$ cat config.mk
export PLATFORM = sky130hd
export DESIGN_NAME = comparator_serial
export DESIGN_NICKNAME = d
export VERILOG_FILES = /design/src/rtl/comparator_serial.sv
export SDC_FILE = /design/constraint.sdc
export NUM_CORES = 1
export LEC_CHECK = 0
export ABC_CLOCK_PERIOD_IN_PS = 3880
export CORE_MARGIN = 2
export CORE_UTILIZATION = 51
export DETAILED_ROUTE_END_ITERATION = 7
export GPL_ROUTABILITY_DRIVEN = 0
export PLACE_DENSITY = 0.88
export SYNTH_ARGS = -nofsm -noshare
export SYNTH_HDL_FRONTEND = slang
export SYNTH_SLANG_ARGS = --single-unit
$ cat constraint.sdc
create_clock -name clk -period 3.88 [get_ports clk]
set_input_delay 0.776 -clock clk [delete_from_list [all_inputs] [get_ports clk]]
set_output_delay 0.776 -clock clk [all_outputs]
set_load 0.01 [all_outputs]
$ cat src/rtl/comparator_serial.sv
// Serial magnitude comparator: subtracts b from a one W-bit slice per cycle, LSB first,
// then reports lt/eq/gt under the captured signed/unsigned mode plus the full difference.
module comparator_serial #(
    parameter int N = 32,
    parameter int W = 8
) (
    input  logic         clk,
    input  logic         rst,
    input  logic [N-1:0] a,
    input  logic [N-1:0] b,
    input  logic         is_signed,
    input  logic         in_valid,
    output logic         in_ready,
    output logic         lt,
    output logic         eq,
    output logic         gt,
    output logic [N-1:0] diff,
    output logic         out_valid,
    input  logic         out_ready
);

    localparam int CHUNKS = N / W;
    localparam int CW     = (CHUNKS > 1) ? $clog2(CHUNKS) : 1;
    localparam logic [CW-1:0] LAST_IDX = CW'(CHUNKS - 1);

    if (N < 2 || W < 1 || W > N || (N % W) != 0) begin : g_bad_cfg
        $error("comparator_serial: need N >= 2, 1 <= W <= N and N %% W == 0");
    end

    typedef enum logic [1:0] {
        S_IDLE = 2'd0,
        S_BUSY = 2'd1,
        S_DONE = 2'd2
    } state_t;

    state_t        state_q, state_d;
    logic [N-1:0]  a_q, a_d;
    logic [N-1:0]  b_q, b_d;
    logic          signed_q, signed_d;
    logic          carry_q, carry_d;
    logic          eq_acc_q, eq_acc_d;
    logic [CW-1:0] idx_q, idx_d;
    logic          lt_q, lt_d;
    logic          eq_q, eq_d;
    logic          gt_q, gt_d;
    logic [N-1:0]  diff_q, diff_d;
    logic          out_valid_q, out_valid_d;

    logic [W-1:0]  a_i_s;
    logic [W-1:0]  b_i_s;
    logic [W:0]    sum_s;
    logic          slice_eq_s;
    logic          msb_s;
    logic          ovf_s;
    logic          lt_u_s;
    logic          lt_s_s;

    function automatic logic [W-1:0] slice_of(input logic [N-1:0] v, input logic [CW-1:0] i);
        return v[int'(i) * W +: W];
    endfunction

    // One slice of a + ~b + cin; the top bit is the carry into the next slice.
    function automatic logic [W:0] slice_sub(input logic [W-1:0] x, input logic [W-1:0] y,
                                             input logic cin);
        return {1'b0, x} + {1'b0, ~y} + {{W{1'b0}}, cin};
    endfunction

    assign in_ready  = (state_q == S_IDLE);
    assign lt        = lt_q;
    assign eq        = eq_q;
    assign gt        = gt_q;
    assign diff      = diff_q;
    assign out_valid = out_valid_q;

    // Next-state and datapath computation for the current slice.
    always_comb begin
        state_d     = state_q;
        a_d         = a_q;
        b_d         = b_q;
        signed_d    = signed_q;
        carry_d     = carry_q;
        eq_acc_d    = eq_acc_q;
        idx_d       = idx_q;
        lt_d        = lt_q;
        eq_d        = eq_q;
        gt_d        = gt_q;
        diff_d      = diff_q;
        out_valid_d = out_valid_q;

        a_i_s      = slice_of(a_q, idx_q);
        b_i_s      = slice_of(b_q, idx_q);
        sum_s      = slice_sub(a_i_s, b_i_s, carry_q);
        slice_eq_s = (a_i_s == b_i_s);
        msb_s      = sum_s[W-1];
        // Signed overflow only when operand signs differ and the result sign disagrees with a.
        ovf_s      = (a_q[N-1] != b_q[N-1]) & (msb_s != a_q[N-1]);
        lt_u_s     = ~sum_s[W];
        lt_s_s     = msb_s ^ ovf_s;

        case (state_q)
            S_IDLE: begin
                out_valid_d = 1'b0;
                if (in_valid) begin
                    a_d      = a;
                    b_d      = b;
                    signed_d = is_signed;
                    carry_d  = 1'b1;
                    eq_acc_d = 1'b1;
                    idx_d    = {CW{1'b0}};
                    state_d  = S_BUSY;
                end else begin
                    state_d  = S_IDLE;
                end
            end
            S_BUSY: begin
                diff_d[int'(idx_q) * W +: W] = sum_s[W-1:0];
                carry_d  = sum_s[W];
                eq_acc_d = eq_acc_q & slice_eq_s;
                if (idx_q == LAST_IDX) begin
                    lt_d        = signed_q ? lt_s_s : lt_u_s;
                    eq_d        = eq_acc_q & slice_eq_s;
                    gt_d        = ~lt_d & ~eq_d;
                    out_valid_d = 1'b1;
                    state_d     = S_DONE;
                end else begin
                    idx_d       = idx_q + CW'(1);
                    state_d     = S_BUSY;
                end
            end
            S_DONE: begin
                if (out_ready) begin
                    out_valid_d = 1'b0;
                    state_d     = S_IDLE;
                end else begin
                    out_valid_d = 1'b1;
                    state_d     = S_DONE;
                end
            end
            default: begin
                out_valid_d = 1'b0;
                state_d     = S_IDLE;
            end
        endcase
    end

    // State and result registers with synchronous reset.
    always_ff @(posedge clk) begin
        if (rst) begin
            state_q     <= S_IDLE;
            a_q         <= {N{1'b0}};
            b_q         <= {N{1'b0}};
            signed_q    <= 1'b0;
            carry_q     <= 1'b1;
            eq_acc_q    <= 1'b1;
            idx_q       <= {CW{1'b0}};
            lt_q        <= 1'b0;
            eq_q        <= 1'b0;
            gt_q        <= 1'b0;
            diff_q      <= {N{1'b0}};
            out_valid_q <= 1'b0;
        end else begin
            state_q     <= state_d;
            a_q         <= a_d;
            b_q         <= b_d;
            signed_q    <= signed_d;
            carry_q     <= carry_d;
            eq_acc_q    <= eq_acc_d;
            idx_q       <= idx_d;
            lt_q        <= lt_d;
            eq_q        <= eq_d;
            gt_q        <= gt_d;
            diff_q      <= diff_d;
            out_valid_q <= out_valid_d;
        end
    end

endmodule

# --- Yosys cells after proc, flatten, opt, wreduce, memory -nomap -nowiden ---
# Cells that the tools add are included.
classes:
  n_addsub: 4
  n_eq_ne: 9
  shift: 4
  muxes: 15
  bitwise_logic: 8
  reduce_logical: 6
ops:
  columns: ["cell", "count"]
  rows:
  - ["indexed part select 32 x 6 -> 8 bit", 2]
  - ["negation 5 -> 33 bit", 1]
  - ["variable shift 8 x 33 -> 32 bit (first input constant)", 1]
  - ["indexed part select 8 x 33 -> 32 bit", 1]
  - ["bitwise mux 32 bit", 1]
  - ["adder 8 x 8 -> 9 bit", 1]
  - ["adder 9 x 1 -> 9 bit", 1]
  - ["== test 8 bit", 1]
  - ["2-to-1 mux 2 bit", 4]
  - ["inverter 8 bit", 1]
  - ["!= test 2 bit (second input constant)", 3]
  - ["case mux 1 bit (2 select lines)", 3]
  - ["case mux 2 bit (3 select lines)", 1]
  - ["AND reduction 2 bit", 3]
  - ["2-to-1 mux 1 bit", 5]
  - ["== test 2 bit (second input constant)", 2]
  - ["case mux 2 bit (2 select lines)", 1]
  - ["bitwise AND 1 bit", 3]
  - ["inverter 1 bit", 3]
  - ["AND reduction 3 bit", 1]
  - ["adder 2 x 1 -> 2 bit (second input constant)", 1]
  - ["== test 2 x 1 -> 1 bit (second input constant)", 1]
  - ["logical NOT 2 bit", 1]
  - ["!= test 1 bit", 2]
  - ["2 further kinds", 2]
totals:
  reg_bits: 107
  input_bits: 69
  out_inout_bits: 37
  wordCells: 58

# --- Logic depth before layout (Yosys ltp) ---
logic_depth:
  word_depth: 10
  depth_mapped: 11
  depth_no_buf: 9

# --- Worst setup path after synthesis ---
# No wires, ideal clock.
synth_timing:
  kind: "flip-flop to flip-flop"
  start: "register idx_q[0]"
  end: "register gt_q (netlist: gt)"
  setup_ps: 70
  arrival_time_ps: 3085
  required_ps: 3810
  path_slack_ps: 724
  path_stages_with_launch: 10
  path_buffers: 1
  synth_period_minus_slack_ps: 3156
  cell_sequence: "dfxtp_1 > buf_2 > mux4_2 > fa_1 > fa_1 > nand2b_1 > a21oi_2 > a31oi_1 > a2111oi_0 > o2bb2ai_1"
synth_between:
  elab_chain_cells: 10
  elab_cells_between_ends: 17
  classes_between: "2 x add/sub; 3 x eq/ne; 2 x shift; 1 x mux; 8 x bitwise; 1 x reduce/logical"
synth_rtl:
  columns: ["item", "line_no", "source"]
  rows:
  - ["start: declaration", "42", "logic [CW-1:0] idx_q, idx_d;"]
  - ["start signal: assignment", "155", "idx_q <= {CW{1'b0}};"]
  - ["start signal: assignment", "168", "idx_q <= idx_d;"]
  - ["indexed part select 32 x 6 -> 8 bit", "59", "return v[int'(i) * W +: W];"]
  - ["inverter 8 bit", "65", "return {1'b0, x} + {1'b0, ~y} + {{W{1'b0}}, cin};"]
  - ["adder 8 x 8 -> 9 bit", "65", null]
  - ["adder 9 x 1 -> 9 bit", "65", null]
  - ["!= test 1 bit", "96", "ovf_s = (a_q[N-1] != b_q[N-1]) & (msb_s != a_q[N-1]);"]
  - ["bitwise AND 1 bit", "96", null]
  - ["XOR 1 bit", "98", "lt_s_s = msb_s ^ ovf_s;"]
  - ["2-to-1 mux 1 bit", "120", "lt_d = signed_q ? lt_s_s : lt_u_s;"]
  - ["inverter 1 bit", "122", "gt_d = ~lt_d & ~eq_d;"]
  - ["bitwise AND 1 bit", "122", null]
  - ["end signal: assignment", "171", "gt_q <= gt_d;"]
  - ["end: declaration", "45", "logic gt_q, gt_d;"]
# Several ways; a longest one is shown, not always the timed one.
# A chain may end at the register's enable or synchronous reset.

# --- Worst setup path in the final report ---
# Ends and elaborated chain as after synthesis.

==> metrics.md <==
| Metric | Value |
|---|---|
| Pins Over Slew Limit | 0 |
| Final critical-path share of the clock period | 83.34% |
| Placed instance area | 5914 um2 |
| Top cell type's share of synthesized area | 44.47% |
| Most used flip-flop cell after synthesis | dfxtp_1 |
| Post-layout util | 66.57% |
| Synthesized flop and latch total | 107 |
| WP data required | 4.20 ns |
| Clock slew at reported path FFs | 0.10 ns |
| Initial antenna violation count | 0 |
| Final Hold Vio Count | 0 |
| Worst-path cell chain | buf_4 > mux4_2 > inv_1 > fa_1 > fa_1 > nand2b_1 > a21oi_2 > a31oi_1 > a2111oi_0 > o2bb2ai_1 |
| Crit end category | flop |
| CTS tree | yes |
| ANT nets after route | 0 |
| Via count | 4169 |
| Yosys top cell by area | dfxtp_1 |
| Worst Hold Class | flop to flop |
| Resize count post-CTS | 0 |
| Synthesized area | 4817 um2 |
| Min Tclk post-route | 3.233 ns |
| Cell count after synthesis | 555 |
| Die ar. | 10240 um2 |
| Share of cells above drive strength 1 | 8.333% |
| FMAX | 0.3093 GHz |
| Met3 WL | 540 um |
| I/O pin total | 106 |
| # Post-CTS Setup Buffers | 0 |
| Post-DR vias/cell | 5.493 |
| Crit path max-delay cell type | fa_1 |
| # port buffers | 105 |
| Final Setup Violations | 0 |
| Share of flip-flops with an asynchronous set or reset | 0% |
| GR Overflow Total | 0 |
| Largest net degree at the start of global routing | 66 |
| Synth warnings | 0 |
| Layout Skew | 0.008043 ns |
| M1 WL | 4829 um |
| Initial Util | 52.38% |
| Num CTS Buffers | 9 |
| Slew HR | 26.22% |
| Crit start category | flop |
| Worst VDD drop | 190.4 uV |
| Library cells used by synthesis | 53 |
| Unrepaired setup endpoints after global routing | false |
| Ranking of synthesized cells by area | dfxtp_1 (44%), nand2_1 (11%), a21oi_1 (8.4%) |
| Post-synth top cells | nand2_1 (142), dfxtp_1 (107), a21oi_1 (81), nor2_1 (39), clkbuf_1 (22) |
| Iteration-0 DRC Markers | 223 |
| Critical path fanouts, max | 23 |
| Routed len/inst | 15.03 um |
| Max incr delay on CP | 0.46 ns |
| Total wire length | 11410 um |
| Worst-Skew Late Latency | 0.38 ns |
| Pre-antenna DRT Iters | 4 |
| H-tree depth | 3 |
| Maxcap violations | 0 |
| Seq/Total Area, Yosys | 44.47% |
| N_diodes | 0 |
| Leakage power | 2.262 nW |
| Worst-case hold slack | 0.4537 ns |
| Syn_nets | 644 |
| Root Driver | clkbuf_8 |
| Met2 WL | 5801 um |
| Pwr/cell area | 390.4 nW/um2 |
| Status | completed |
| Cell area after layout | 6122 um2 |
| Leading cell type by number of instances after synthesis | nand2_1 |
| Post-DP HPWL | 8622 um |
| DRC | 0 |
| Die height | 101.2 um |
| Area of the core | 9196 um2 |
| Top Metal Used | met4 |
| # hold bufs at CTS | 0 |
| WP data arrival | 3.55 ns |
| Post-synth EDFFs | 0 |
| TNS Setup | 0 ns |
| Vias in the first global route | 3997 |
| Longest Clk Path Bufs | 2 |
| Area delta synth->final | 27.09% |
| Clk sink count | 107 |
| Most used cell, CP | fa_1 |
| WS Path Type | flop to flop |
| Layout Nets | 732 |
| Standard-cell row count | 35 |
| Syn Area/Cell | 8.679 um2 |
| First-pass GRT wire length | 18330 um |
| Tot Pwr | 2.390 mW |
| Die Width | 101.2 um |
| Worst Tran Pin Value | 1.103 ns |
| # fillers | 723 |
| GRT Total Usage | 22.50% |
## kinds of logic (layout without fill, tap and decap cells)
family | count (synthesis) | in the layout | share of synthesized area, %
xor gates and xnor gates | 3 | 3 | 0.7015
adders and majority gates | 20 | 20 | 5.507
buffers and inverters | 54 | 147 | 4.364
muxes | 19 | 19 | 8.156
DFF | 107 | 107 | 44.47
and+or+nand+nor | 219 | 219 | 19.64
AOI/OAI and AO/OA | 133 | 133 | 17.17
## layout by cell type (no fill, tap or decap), drive strengths merged, types with 2 or more instances in the layout
| master | synthesis | layout |
|---|---|---|
| a22o | 5 | 5 |
| a2bb2oi | 4 | 4 |
| o31ai | 4 | 4 |
| nor3 | 6 | 6 |
| buf | 11 | 6 |
| clkdlybuf4s50 | 0 | 104 |
| mux2 | 2 | 2 |
| clkinv | 0 | 2 |
| nand2b | 7 | 7 |
| nor2 | 39 | 39 |
| a211oi | 2 | 2 |
| o311ai | 2 | 2 |
| and2 | 2 | 2 |
| and4 | 2 | 2 |
| mux4 | 16 | 16 |
| xnor2 | 3 | 3 |
| nor4b | 3 | 3 |
| ha | 18 | 18 |
| o21ai | 5 | 5 |
| or3 | 2 | 2 |
| nand3 | 4 | 4 |
| a21oi | 82 | 82 |
| nor2b | 3 | 3 |
| clkbuf | 22 | 9 |
| nor3b | 3 | 3 |
| inv | 21 | 25 |
| dfxtp | 107 | 107 |
| nand2 | 143 | 143 |
| a22oi | 19 | 19 |
| fa | 2 | 2 |
## power by group
part | internal [mW] | switching, mW | total [mW]
combinational | 0.231 | 0.264 | 0.495
sequential | 1.15 | 0.0299 | 1.18
clock | 0.312 | 0.401 | 0.713
## critical path, delay by kind of cell (launching register included)
kind / cells / cell delay [ns]
AO/OA/AOI/OAI: 4 / 0.98
adder cells (fa/ha/maj): 2 / 0.88
buffers and inverters: 2 / 0.43
flip-flops: 1 / 0.36
multiplexers: 1 / 0.33
AND/OR/NAND/NOR: 1 / 0.18
## metrics by stage
stage / setup WS, ns / cells
final: 0.6466 / 759
after global routing: 0.4044 / 759
after CTS: 0.6281 / 759
after detailed placement: 0.6304 / 743
after global placement: 0.7928 / 743
after floorplan: 0.7243 / 555
## cell type report
| class | instances | area (um2) | share of cell area (%) |
|---|---|---|---|
| Multi-Input combinational cell | 394 | 2469 | 40.32 |
| Sequential cell | 107 | 2142 | 34.99 |
| Timing Repair Buffer | 110 | 1086 | 17.74 |
| Tap cell | 111 | 138.9 | 2.269 |
| Clock buffer | 9 | 123.9 | 2.023 |
| Clock inverter | 7 | 83.83 | 1.369 |
| Inverter | 21 | 78.83 | 1.288 |
## worst paths after layout
check                              end  slack, ns  cells past startpoint             startpoint
setup / recovery       gt$_SDFFE_PP0P_       0.65                     10  idx_q[0]$_SDFFE_PP0P_
hold / removal    a_q[29]$_SDFFE_PP0P_       0.45                      2   a_q[29]$_SDFFE_PP0P_
setup reg to reg       gt$_SDFFE_PP0P_       0.65                     10  idx_q[0]$_SDFFE_PP0P_
hold reg to reg   a_q[29]$_SDFFE_PP0P_       0.45                      2   a_q[29]$_SDFFE_PP0P_
## registers in the layout (all words and copies together) (netlist names), 2 cells and up
signal	count
a_q	32
state_q	2
idx_q	2
diff	32
b_q	32
## layer usage
metal  track usage [%]  vias to the layer above
li1                  -                     2075
met1             28.15                     1939
met2             38.61                      138
met3             3.313                       17
met4             10.08                        0
met5                 0                        -
Note: power is estimated with default switching activity, not from simulation.
